[config.mk]
export PLATFORM = sky130hd
export DESIGN_NAME = rgb_pwm_driver
export DESIGN_NICKNAME = d
export VERILOG_FILES = /design/src/rtl/rgb_pwm_driver.sv
export SDC_FILE = /design/constraint.sdc
export NUM_CORES = 1
export LEC_CHECK = 0
export ABC_AREA = 0
export CORE_ASPECT_RATIO = 0.75
export CORE_MARGIN = 3
export CORE_UTILIZATION = 40
export CTS_CLUSTER_SIZE = 25
export DETAILED_ROUTE_END_ITERATION = 10
export GPL_TIMING_DRIVEN = 0
export HOLD_SLACK_MARGIN = 0.03
export MAX_ROUTING_LAYER = met4
export PLACE_DENSITY_LB_ADDON = 0.1
export SLEW_MARGIN = 20
export SYNTH_ARGS = -nofsm -noshare
export SYNTH_HDL_FRONTEND = slang
export SYNTH_SLANG_ARGS = --single-unit
[constraint.sdc]
create_clock -name clk -period 12.3 [get_ports clk]
set_clock_uncertainty 0.2 [all_clocks]
set_input_delay 1.845 -clock clk [delete_from_list [all_inputs] [get_ports clk]]
set_output_delay 1.845 -clock clk [all_outputs]
set_load 0.05 [all_outputs]
[src/rtl/rgb_pwm_driver.sv]
// rtl/rgb_pwm_driver.sv - NCH-channel PWM LED driver with static/blink/breathe modes.
// Optional square-law duty correction when RGB_GAMMA_EN is defined.
module rgb_pwm_driver #(
    parameter int NCH        = 3,
    parameter int PWM_W      = 8,
    parameter int PRESC      = 64,
    parameter int BLINK_LOG2 = 2,
    parameter int CNT_W      = 32
) (
    input  logic                   clk,
    input  logic                   rst,
    input  logic [1:0]             mode,
    input  logic [NCH*PWM_W-1:0]   duty_in,
    input  logic                   load,
    output logic [NCH-1:0]         led,
    output logic                   period_start
);

    localparam int PS_W = (PRESC > 1) ? $clog2(PRESC) : 1;
    localparam logic [1:0] MODE_BLINK   = 2'd1;
    localparam logic [1:0] MODE_BREATHE = 2'd2;
    localparam logic ST_UP   = 1'b0;
    localparam logic ST_DOWN = 1'b1;
    localparam logic [PWM_W-1:0] PWM_MAX    = '1;
    localparam logic [PWM_W-1:0] ENV_TOP_M1 = PWM_MAX - PWM_W'(1);
    localparam logic [PWM_W-1:0] ENV_ONE    = PWM_W'(1);

    logic [CNT_W-1:0]       count;
    logic [PS_W-1:0]        presc;
    logic [PWM_W-1:0]       pwm_cnt;
    logic [PWM_W-1:0]       env;
    logic                   br_state;
    logic [BLINK_LOG2:0]    blink_cnt;
    logic [NCH*PWM_W-1:0]   shadow_duty;
    logic [NCH*PWM_W-1:0]   active_duty;
    logic [1:0]             shadow_mode;
    logic [1:0]             active_mode;
    logic                   pending;
    logic                   tick;
    logic                   boundary;
    logic                   apply;
    logic [1:0]             new_mode;
    logic                   blink_on;
    logic [NCH-1:0]         led_next;

    assign tick     = (presc == PS_W'(PRESC - 1));
    assign boundary = tick && (pwm_cnt == PWM_MAX);
    assign apply    = load || pending;
    // A load on the boundary cycle itself bypasses the shadow registers.
    assign new_mode = load ? mode : (pending ? shadow_mode : active_mode);
    assign blink_on = blink_cnt[BLINK_LOG2];

    always_ff @(posedge clk or negedge rst) begin
        if (!rst) begin
            count   <= '0;
            presc   <= '0;
            pwm_cnt <= '0;
        end else begin
            count <= count + CNT_W'(1);
            presc <= tick ? '0 : presc + PS_W'(1);
            if (tick) begin
                pwm_cnt <= pwm_cnt + PWM_W'(1);
            end
        end
    end

    always_ff @(posedge clk or negedge rst) begin
        if (!rst) begin
            shadow_duty <= '0;
            shadow_mode <= '0;
            active_duty <= '0;
            active_mode <= '0;
            pending     <= 1'b0;
            blink_cnt   <= '0;
            env         <= '0;
            br_state    <= ST_UP;
        end else begin
            if (load) begin
                shadow_duty <= duty_in;
                shadow_mode <= mode;
            end
            if (boundary) begin
                pending   <= 1'b0;
                blink_cnt <= blink_cnt + (BLINK_LOG2 + 1)'(1);
                if (apply) begin
                    active_duty <= load ? duty_in : shadow_duty;
                    active_mode <= new_mode;
                end
                if (new_mode == MODE_BREATHE && active_mode != MODE_BREATHE) begin
                    env      <= '0;
                    br_state <= ST_UP;
                end else if (active_mode == MODE_BREATHE) begin
                    if (br_state == ST_UP) begin
                        env <= env + PWM_W'(1);
                        if (env == ENV_TOP_M1) begin
                            br_state <= ST_DOWN;
                        end
                    end else begin
                        env <= env - PWM_W'(1);
                        if (env == ENV_ONE) begin
                            br_state <= ST_UP;
                        end
                    end
                end
            end else if (load) begin
                pending <= 1'b1;
            end
        end
    end

    for (genvar i = 0; i < NCH; i++) begin : g_ch
        logic [PWM_W-1:0] duty_i;
        logic [PWM_W-1:0] br_d;
        logic [PWM_W-1:0] d_mode;
        logic [PWM_W-1:0] d_eff;

        assign duty_i = active_duty[i*PWM_W +: PWM_W];
        assign br_d   = PWM_W'(({{PWM_W{1'b0}}, duty_i} * {{PWM_W{1'b0}}, env}) >> PWM_W);

        always_comb begin
            d_mode = duty_i;
            case (active_mode)
                MODE_BLINK:   d_mode = blink_on ? duty_i : '0;
                MODE_BREATHE: d_mode = br_d;
                default:      d_mode = duty_i;
            endcase
        end

`ifdef RGB_GAMMA_EN
        assign d_eff = PWM_W'(({{PWM_W{1'b0}}, d_mode} * {{PWM_W{1'b0}}, d_mode}) >> PWM_W);
`else
        assign d_eff = d_mode;
`endif

        assign led_next[i] = (pwm_cnt < d_eff);
    end

    always_ff @(posedge clk or negedge rst) begin
        if (!rst) begin
            led          <= '0;
            period_start <= 1'b0;
        end else begin
            led          <= led_next;
            period_start <= boundary;
        end
    end

endmodule

==> results of run 1 <==
-- kinds of logic (layout without fill, tap and decap cells) --
logic type / after synthesis / in the layout
and+or+nand+nor: 332 / 332
adders and majority gates: 234 / 234
buffers and inverters: 202 / 251
AOI/OAI and AO/OA: 146 / 146
DFF: 83 / 83
muxes: 58 / 58
xor gates and xnor gates: 27 / 27
-- critical path, stage by stage (launching register included) --
cell	delay, ps
dfrtp_1	460
clkbuf_1	630
clkbuf_1	530
and2_1	230
fa_1	430
ha_1	300
inv_1	60
fa_1	500
fa_1	550
inv_1	40
ha_1	310
a21o_1	200
a311oi_1	430
o21ai_0	260
a2111oi_0	440
nor3_1	120
ha_1	210
a211oi_1	400
nand2_1	90
nor2_1	110
mux2i_1	100
a221oi_1	580
-- state kept, by name, indices dropped and copies added (netlist names) --
signal and flops:
presc 6, env 8, pwm_cnt 8, shadow_duty 24, br_state 1, blink_cnt 3, period_start 1, led 3
active_duty 24, pending 1, active_mode 2, shadow_mode 2
-- power by group --
group / total (W) / switching, W / internal (W)
Sequential: 0.000299 / 0.0000119 / 0.000287
Combinational: 0.000127 / 0.0000751 / 0.0000518
Clock: 0.000290 / 0.000129 / 0.000161
-- per-stage QoR --
stage / hold slack, ps / area [um^2] / util [%]
after global routing: 303.2 / 11440 / 45.37
after floorplan: 245.5 / 10360 / -
after detailed placement: 270.5 / 11130 / 44.15
final: 273.5 / 11440 / 45.37
after CTS: 282.2 / 11440 / 45.37
after global placement: 268.4 / 11100 / 44.03
-- per-layer routing --
metal	share of wire [%]	wire, um	GRT usage (%)
met3	4.1	1111	2.263
met1	52	14150	33.17
met2	43	11810	30.64
met4	0.83	227	3.154
met5	0	0	-
-- worst paths after layout --
kind | slack (ps) | endpoint | cells after the start | start
max in group asynchronous | 10010 | active_duty[12] | 2 | rst
hold reg to reg | 270 | blink_cnt[0] | 1 | blink_cnt[0]
min in group asynchronous | 1260 | blink_cnt[0] | 1 | rst
setup / recovery | 4930 | led[1] | 21 | env[2]
setup reg to reg | 4930 | led[1] | 21 | env[2]
hold / removal | 270 | blink_cnt[0] | 1 | blink_cnt[0]
-- layout by cell type, fill, tap and decap left out, drive strengths merged, types with 4 or more instances in the layout --
cell           instances
inv                  158
and2                 156
ha                   129
fa                   105
dfrtp                 83
nand2                 59
mux2                  53
clkbuf                48
a21oi                 34
clkdlybuf4s50         31
o21ai                 26
nor2                  22
nand3                 17
xnor2                 15
a21o                  15
xor2                  12
and3                  11
buf                   11
nor3                  10
nand4                  9
a221oi                 9
a211oi                 8
or3                    7
a22oi                  7
nand3b                 6
a2111oi                6
nor2b                  5
and4                   5
mux2i                  5
o21a                   5
a31oi                  5
o211ai                 4
nand2b                 4
nor4b                  4
nor4                   4
-- synth_stat cells (11+ instances only) --
master	instances
and2_1	156
inv_1	154
ha_1	129
fa_1	105
dfrtp_1	83
nand2_1	59
clkbuf_1	38
mux2_2	35
a21oi_1	34
o21ai_0	26
nor2_1	22
mux2_1	18
nand3_1	16
a21o_1	15
xnor2_1	15
xor2_1	12
and3_1	11
-- cell type report --
type	count	share of cell area, %
plain buffers	48	1.772
clock buffers	9	1.969
clock inverters	7	0.7219
inverters	154	5.054
multi-input cells	797	65.61
flip-flops and latches	83	18.16
well taps	338	3.697
repair buffers	33	3.019
==> run summary, run 1 <==
The synthesis-to-layout area growth is 10.44%. The detailed-route wire length came out at 27.30 mm. The core region is 25,210 um^2. The initial utilization of the core area, before any placement, comes to 41.08%. Sorting the synthesized cells by area gives the leading types as fa_1 (20%), dfrtp_1 (20%), ha_1 (16%).

The standard-cell row count came out at 50. The antenna diode instance count is 0. The detailed router finished its first iteration with 428 violations. Adding up every negative setup slack in the final design gives 0 ps.

In this run the tightest slew margin relative to its limit is 37.87%. For this design the ratio of total power to cell area is 62.59 nW/um^2. The detailed router placed 7,771 vias in this run. The post-detailed-route via-to-cell ratio came out at 5.290. Setup repair after global routing left no endpoint under its margin. The count of nets left with antenna violations once routing finished came out at 0. After global routing the overflow that remains totals 0. The analysis attributes to cell leakage a power of 5.717 nW.

The total standard cell area after synthesis is 10,360 um^2. OpenSTA, run right after detailed placement, puts the worst setup slack at 4981 ps. Synthesis produced a netlist whose cell count is 1,082. TritonCTS built the clock tree. Across the VDD grid, the largest voltage drop is 0.06115 mV. After layout, the design draws a total of 0.0007159 W. After detailed placement, the design holds a cell count of 1,453.

The first-pass GRT wire length came out at 45.06 mm. The flip-flop and latch count after synthesis came out at 83. Max-cap violations in this run came to 0.

The number of antenna violations at the first check in global routing came out at 2. The number of input and output port buffers inserted is 32. For the worst-skew pair, the clock arrives at the later sink with an insertion delay of 360 ps.

The count of endpoints failing setup in the final report came out at 0. For this run, the post-layout net count is 1,389. By startpoint and endpoint, the worst setup path is classified as reg -> reg. The number of max-slew violations in the final report came to 0. The worst setup margin is 4932 ps. The data required time at the worst endpoint came out at 12,280 ps.

At the end of routability-driven placement, the weighted congestion stood at 0.8316. The main combinational cell family by area after synthesis is adder cells. The number of nets produced by synthesis came out at 1,345.

The synthesis warning total came out at 0. Clock tree synthesis inserted a total of 9 buffers. Multiplexer cells account for 6.245% of the synthesized area.

Of the post-synthesis cell area, the dominant cell type holds 20.29%. The count of hold-fix buffers inserted at cts came out at 0. The number of gates resized after CTS was 0. Among all flip-flop cells after synthesis, the most frequent one is dfrtp_1.

The height of the die is 145.4 um. The synthesized design contains 0 enable-type register cells. In this run the clock root is driven by a clkbuf_16. The largest buffer count on any clock path is 2. The clock-pin transition on the worst setup and hold timing paths came out at 70 ps. From left edge to right edge, the die measures 191.8 um. The largest fanout on the critical path is 10.

STA classifies the critical path startpoint as a flop. The pin count of the biggest net entering global routing is 43. Data on the critical path arrives at its endpoint at 7350 ps. Post-CTS timing repair inserted 0 buffers for setup. The total area of sequential cells came out at 2077 um^2. In the routed design, unresolved DRC markers number 0. The async set-or-reset flop fraction in the synthesized netlist is 100.0%.

The die covers 27,880 um^2. The finished layout holds 1,469 standard cells, fillers aside. The adder-cell area share of the yosys netlist is 35.88%. The synthesized netlist devotes 9.543% of its cell area to compound gates. Cells with a size suffix above 1 make up 5.747% of the layout. The transition at the pin with the smallest max-transition slack is 923.4 ps.

The number of fill cells in the layout came out at 2,463. The synthesized area per cell came out at 9.572 um^2. The worst setup path is captured at a flop. The final hold violation count came to 0.

The post-synthesis xor/xnor area fraction is 2.283%. The run finished with clean final reports. The unique cell type count in the Yosys netlist is 63.

Of the total synthesized cell area, the portion taken by AND, OR, NAND and NOR gates is 18.46%. The share of the clock period used by the worst path is 59.90%. The first TritonRoute pass finished after 5 iterations. The boundary pin count came out at 33. The number of levels the H-tree was split into is 3. The minimum period implied by the final worst setup slack is 7368 ps. The detailed placement HPWL came out at 20.83 mm. The path class of the tightest hold or removal check is reg -> reg. The via count of the first global-routing pass is 7,814. The area taken by multi-input logic gates came out at 7505 um^2. Clock tree synthesis found a total of 83 sinks.

Timing would allow up to 135.7 MHz. For this run, the register share of the synthesized area comes to 20.05%. The overall track demand over capacity in global routing came out at 21.37%.

The detail-routed net length per standard cell is 18.58 um. The synthesized design spends more area on one cell type than any other, namely fa_1.
No activity file was read; power rests on OpenSTA's default activity.
==> inputs of run 2 (changes only) <==
==> constraint.sdc (replaced) <==
create_clock -name clk -period 7.2 [get_ports clk]
set_clock_uncertainty 0.2 [all_clocks]
set_input_delay 1.08 -clock clk [delete_from_list [all_inputs] [get_ports clk]]
set_output_delay 1.08 -clock clk [all_outputs]
set_load 0.05 [all_outputs]
==> run summary, run 2 (synthesized netlist as in run 1, its figures left out) <==
The flow ran to the end, and the final reports show no timing, DRC or antenna violations. The leakage power total came out at 5.754 nW. The total number of clock tree sinks came out at 83.

After legalization and detailed placement, the total HPWL measured 20.83 mm. The worst voltage drop across the vdd grid is 0.1050 mV. The library cell used most frequently in the layout, excluding fill and tap cells, is and2_1. At the worst endpoint, the arrival time is 6770 ps. The worst setup margin came out at 445.8 ps. In this run the remaining antenna-violating nets after routing total 0. The boundary pin count is 33. The total overflow reported by the global router came out at 0.

The post-CTS setup buffer count came out at 0. The number of antenna violations at the first check in global routing is 2. The worst setup path is captured at a flop. Summing over every cut layer, the via total after detailed routing is 7,783. For this configuration, the core starts out at a cell density of 41.08%. The worst slew slack as a fraction of its limit is 38.50%. After clock tree synthesis, the clock-pin slew on the worst setup and hold paths is 70 ps. The height of the die came out at 145.4 um. The post-detailed-route via-to-cell ratio is 5.298. The die area came out at 27,880 um^2.

The signal on the critical path passes through clkbuf_2 -> clkbuf_2 -> and2_1 -> fa_1 -> fa_1 -> inv_1 -> fa_1 -> fa_1 -> inv_1 -> ha_1 -> a21o_1 -> a311oi_1 -> o21ai_0 -> a2111oi_0 -> nor3_1 -> ha_1 -> a211oi_1 -> nand2_1 -> nor2_1 -> mux2i_1 -> a221oi_2. The synthesis-to-layout area growth came out at 10.63%. Entering global routing, the biggest net connects 43 pins. The number of max-slew violations in the final report is 0.

In this run the horizontal extent of the chip is 191.8 um. The number of input and output port buffers inserted came out at 32. The placed instances occupy a cell area of 11,130 um^2.

Across every metal layer, demand over resource in global routing totals 21.37%. The library cell contributing the largest single delay on the critical path is fa_1. The origin of the worst setup path is env[2]. The detail-routed net length per standard cell came out at 18.58 um.

The worst setup path is launched from a flop. The H-tree was split into 3 levels. On the worst path, the slowest cell contributes a delay of 550 ps.

In the layout the commonest cells are and2_1 (156), inv_1 (154), ha_1 (129). The via count of the first global-routing pass is 7,814. The first routing iteration left 414 violations.

The number of antenna diodes in the final layout is 0. TritonCTS built the clock tree. In this run the most critical hold path is launched from blink_cnt[0]. In the final layout, the registers with the most flip-flops are active_duty x24, shadow_duty x24. The worst setup path category is reg -> reg.

Before CTS, the worst setup slack after placement is -119.5 ps. The first-pass GRT wire length is 45.06 mm. The residual DRC count came out at 0. The finished layout cell area is 11,460 um^2.

The last weighted congestion value of the routability-driven placer came out at 0.8316. STA puts the critical path data required time at 7220 ps. The minimum period implied by the final worst setup slack is 6754 ps. The startpoint identified for the worst register-to-register timing path is env[2]. Among the stages of the critical path, the cell type that occurs most often is fa_1. In the finished design, the share of the clock period the worst path needs comes to 93.81%. The highest clock rate came out at 148.1 MHz. The count of endpoints failing setup in the final report came out at 0.

Power spread over the standard cell area amounts to 106.9 nW/um^2. The largest fanout on the critical path is 10. The standard-cell row count is 50.

For the pin with the worst max-slew slack, the measured transition is 914.1 ps. In the final layout, the share of cells above drive strength 1 is 6.808%. The clock root buffer master is clkbuf_16. In the final design database the tool counted 1,389 nets. The number of iterations in the first detailed-routing pass came out at 5. The tightest min-delay check is of the reg -> reg type. Across the run, the number of max-cap violations was 0. The latest clock arrival within the worst-skew pair came out at 360 ps. The summed negative setup slack over all endpoints is 0 ps. Setup repair after global routing left no endpoint under its margin. On the final layout, the worst hold slack is 273.6 ps. No sink is reached through more buffers than the 2 on the longest clock path. For this block, the routed nets add up to 27.29 mm of wire. The final hold violation count is 0.

The placeable core area is 25,210 um^2. TritonCTS created 9 clock buffers.
[run 2: changes by cell type in the layout (fill, tap and decap cells not counted)]
cell / before / now
a221oi_2: 0 / 1
a221oi_1: 9 / 8
clkbuf_2: 1 / 12
clkbuf_1: 38 / 27
[run 2: where the power goes]
| part | leakage, nW | internal (W) | total, W | switching [W] |
|---|---|---|---|---|
| Combinational | 4.56 | 0.0000893 | 0.000218 | 0.000128 |
| Sequential | 1.05 | 0.000490 | 0.000510 | 0.0000203 |
| Clock | 0.145 | 0.000275 | 0.000497 | 0.000222 |
[run 2: critical path: cells and delay by family, from the launching register on]
| family | cells | cell delay, ps |
|---|---|---|
| buffers and inverters | 4 | 710 |
| adder cells (fa/ha/maj) | 6 | 2460 |
| AND/OR/NAND/NOR | 4 | 530 |
| flip-flops | 1 | 460 |
| AO/OA/AOI/OAI | 6 | 2110 |
| multiplexers | 1 | 110 |
[run 2: stage by stage]
stage / instances / total power, W / util (%)
2_1_floorplan: 1082 / 0.0006453 / -
3_5_place_dp: 1453 / 0.0007387 / 44.15
5_1_grt: 1469 / 0.001284 / 45.45
3_3_place_gp: 1452 / 0.0007356 / 44.03
4_1_cts: 1469 / 0.001243 / 45.38
6_report: 1469 / 0.001225 / 45.45
[run 2: path summary, 6_finish.rpt]
check	end	cells past startpoint	slack, ps
hold reg to reg	blink_cnt[0]	1	270
min in group asynchronous	blink_cnt[0]	1	490
setup reg to reg	led[1]	21	450
hold / removal	blink_cnt[0]	1	270
max in group asynchronous	active_duty[12]	2	5670
setup / recovery	led[1]	21	450
[run 2: layout make-up]
class	count	area, um^2
Inverter	154	578.1
Timing Repair Buffer	33	345.3
Multi-Input combinational cell	797	7511
Buffer	48	216.5
Clock inverter	7	82.58
Fill cell	2457	13750
Clock buffer	9	225.2
Sequential cell	83	2077
Tap cell	338	422.9
[run 2: repair_timing]
| item | in CTS | in global routing |
|---|---|---|
| setup endpoints to repair | 1 | 2 |
| resized for setup | 2 | 19 |
| hold buffers | 0 | 0 |
| cloned | 0 | 0 |
| pin swaps | 0 | 0 |
[run 2: routing by layer]
layer | GRT usage, % | wire length (um)
met3 | 2.263 | 1111
met1 | 33.17 | 14160
met2 | 30.64 | 11780
met5 | - | 0
met4 | 3.154 | 242
==> inputs of run 3 (changes only) <==
--- a/config.mk
+++ b/config.mk
@@ -13,7 +13,6 @@
 export DETAILED_ROUTE_END_ITERATION = 10
 export GPL_TIMING_DRIVEN = 0
 export HOLD_SLACK_MARGIN = 0.03
-export MAX_ROUTING_LAYER = met4
 export PLACE_DENSITY_LB_ADDON = 0.1
 export SLEW_MARGIN = 20
 export SYNTH_ARGS = -nofsm -noshare
==> run summary, run 3 (synthesized netlist as in run 1, its figures left out) <==
The flow ran to the end, and the final reports show no timing, DRC or antenna violations. The count of endpoints failing setup in the final report is 0. Leaving out fill and tap cells, the most frequent cells in the layout are and2_1 (156), inv_1 (154), ha_1 (129). After layout, the minimum clock period comes to 6742 ps. The critical path is of the reg -> reg type. The number of max-capacitance violations reported is 0. The final hold violation count is 0. The data required time at the worst endpoint came out at 7220 ps.

The pin count of the biggest net entering global routing is 43. The summed negative setup slack over all endpoints is 0 ps. The number of antenna violations at the first check in global routing came out at 2. TritonCTS built the clock tree.

The placed cell area is 11,130 um^2. The clock-pin transition on the worst setup and hold timing paths came out at 70 ps. After floorplanning, the core was divided into 50 placement rows. The cell-internal power is 0.0008547 W. The boundary pin count came out at 33. For this run, design rule violations remaining after detail routing come to 0. The antenna diode instance count came out at 0.

The largest buffer count on any clock path came out at 2. The tightest min-delay check is of the reg -> reg type. Of the total power, registers draw 41.7%. The number of max-slew violations in the final report came to 0. The clock share of power is 40.6%. The overall track demand over capacity in global routing came out at 20.75%. After global routing the overflow that remains totals 0.

Of the cells placed in the final design, the portion with a size suffix greater than 1 is 6.808%. The number of clock buffers inserted by TritonCTS came out at 9. The placeable core area is 25,210 um^2.

Leaving out fill and tap cells, the most frequent cell in the layout is and2_1. The worst voltage drop across the vdd grid is 0.1062 mV. The leakage power total came out at 5.754 nW. The number of fill cells in the layout is 2,457. The first detailed-routing pass ran for 5 iterations. The effective utilization at floorplan came out at 41.08%.

Measured on the finished design, the core utilization comes to 45.45%. Headroom to the max-slew limit came out at 37.58%. The switching share of total power is 30.28%. The count of buffers added on input and output ports is 32. The last weighted congestion value of the routability-driven placer is 0.8194. The placement-stage worst setup slack is -119.5 ps. The peak per-stage delay on the critical path is 590 ps. Combinational cells account for 17.8% of the total power. The number of levels the H-tree was split into came out at 3. Detailed placement ended at an HPWL of 20.83 mm. The reported net switching power is 0.0003713 W. The share of the clock period used by the worst path came out at 93.64%. The root buffer cell chosen for the clock tree is clkbuf_16. The kind of capture point of the worst setup path is a flop. The critical path goes through clkbuf_1 -> clkbuf_1 -> and2_1 -> fa_1 -> fa_1 -> fa_1 -> inv_1 -> fa_1 -> inv_1 -> ha_1 -> a21oi_1 -> o21ai_0 -> a2111oi_0 -> nor3_1 -> ha_1 -> a211oi_1 -> nand2_1 -> nor2_1 -> mux2i_1 -> a221oi_2. The highest clock rate is 148.3 MHz.

The transition at the pin with the smallest max-transition slack is 927.8 ps. The DRC marker count from the first detailed-route iteration came out at 406. The detailed-route wire length is 27.28 mm. The latest clock arrival within the worst-skew pair is 360 ps. The via count of the routed design is 7,771.

The worst setup margin came out at 458.1 ps. The cell that appears most often on the critical path is fa_1. The detail-routed net length per standard cell is 18.57 um.

The via count of the first global-routing pass is 7,818. The hold slack is 275.4 ps. The height of the die is 145.4 um. After routing the design area is 11,460 um^2. The largest registers in the layout are active_duty x24, shadow_duty x24. The first global-routing pass estimated 45.06 mm of wire. The data arrival time at the worst-slack endpoint is 6760 ps.

The number of nets with antenna violations after detailed routing came out at 0. For this design, the slowest cell found on the critical path is clkbuf_1. The type of element launching the critical path is a flop. Setup repair after global routing left no endpoint under its margin. At the end of the flow, the number of nets in the layout was 1,389. The die width came out at 191.8 um.

The total number of clock tree sinks is 83. The post-detailed-route via-to-cell ratio is 5.290. The areal power density over the cells came out at 107.0 nW/um^2. The largest fanout on the critical path is 10. The die area is 27,880 um^2. The synthesis-to-layout area growth is 10.63%.
-- run 3: final cells by class --
cell class	instances	area, um^2	area share (%)
multi-input cells	797	7511	65.55
flip-flops and latches	83	2077	18.13
clock buffers	9	225.2	1.965
well taps	338	422.9	3.691
clock inverters	7	82.58	0.7207
repair buffers	33	345.3	3.014
plain buffers	48	216.5	1.889
inverters	154	578.1	5.045
-- run 3: worst max-delay path, delay by kind of cell, from the launching register on --
family,cells,cell delay (ps)
flops,1,320
mux,1,120
fa+ha+maj,6,2640
buf+inv,4,1060
simple gates,4,580
compound gates,5,1690
-- run 3: layer usage --
layer,GRT usage (%),vias up,wire [um]
li1,-,3710,-
met1,33.17,3893,14190
met2,30.64,148,11760
met3,2.288,20,1100
met4,3.154,0,229
met5,0,-,0
-- run 3: through the flow --
stage          total power (W)  cells
2_1_floorplan        0.0006453   1082
6_report              0.001226   1469
3_5_place_dp         0.0007387   1453
4_1_cts               0.001243   1469
5_1_grt               0.001285   1469
3_3_place_gp         0.0007356   1452
-- run 3: power groups by stage --
stage	logic (W)	registers, W	clock network (W)
floorplan	0.000123	0.000522	0
global route	0.000244	0.000513	0.000528
finish	0.000218	0.000511	0.000497
detailed placement	0.000219	0.000520	0
CTS	0.000220	0.000511	0.000512
global placement	0.000216	0.000520	0
-- run 3: timing repair --
action / CTS / global route
hold buffers: 0 / 0
pin swaps: 0 / 0
endpoints found under the setup margin: 1 / 2
endpoints found under the hold margin: 0 / 0
gates resized for setup: 2 / 19
setup buffers: 0 / 0
-- run 3: final timing paths --
check | start | slack, ps | endpoint | cells after the start
worst max register to register | env[6] | 460 | led[1] | 20
worst min register to register | blink_cnt[0] | 280 | blink_cnt[0] | 1
worst max-delay path | env[6] | 460 | led[1] | 20
min in group asynchronous | rst | 490 | blink_cnt[0] | 1
worst min-delay path | blink_cnt[0] | 280 | blink_cnt[0] | 1
max in group asynchronous | rst | 5670 | active_duty[12] | 2
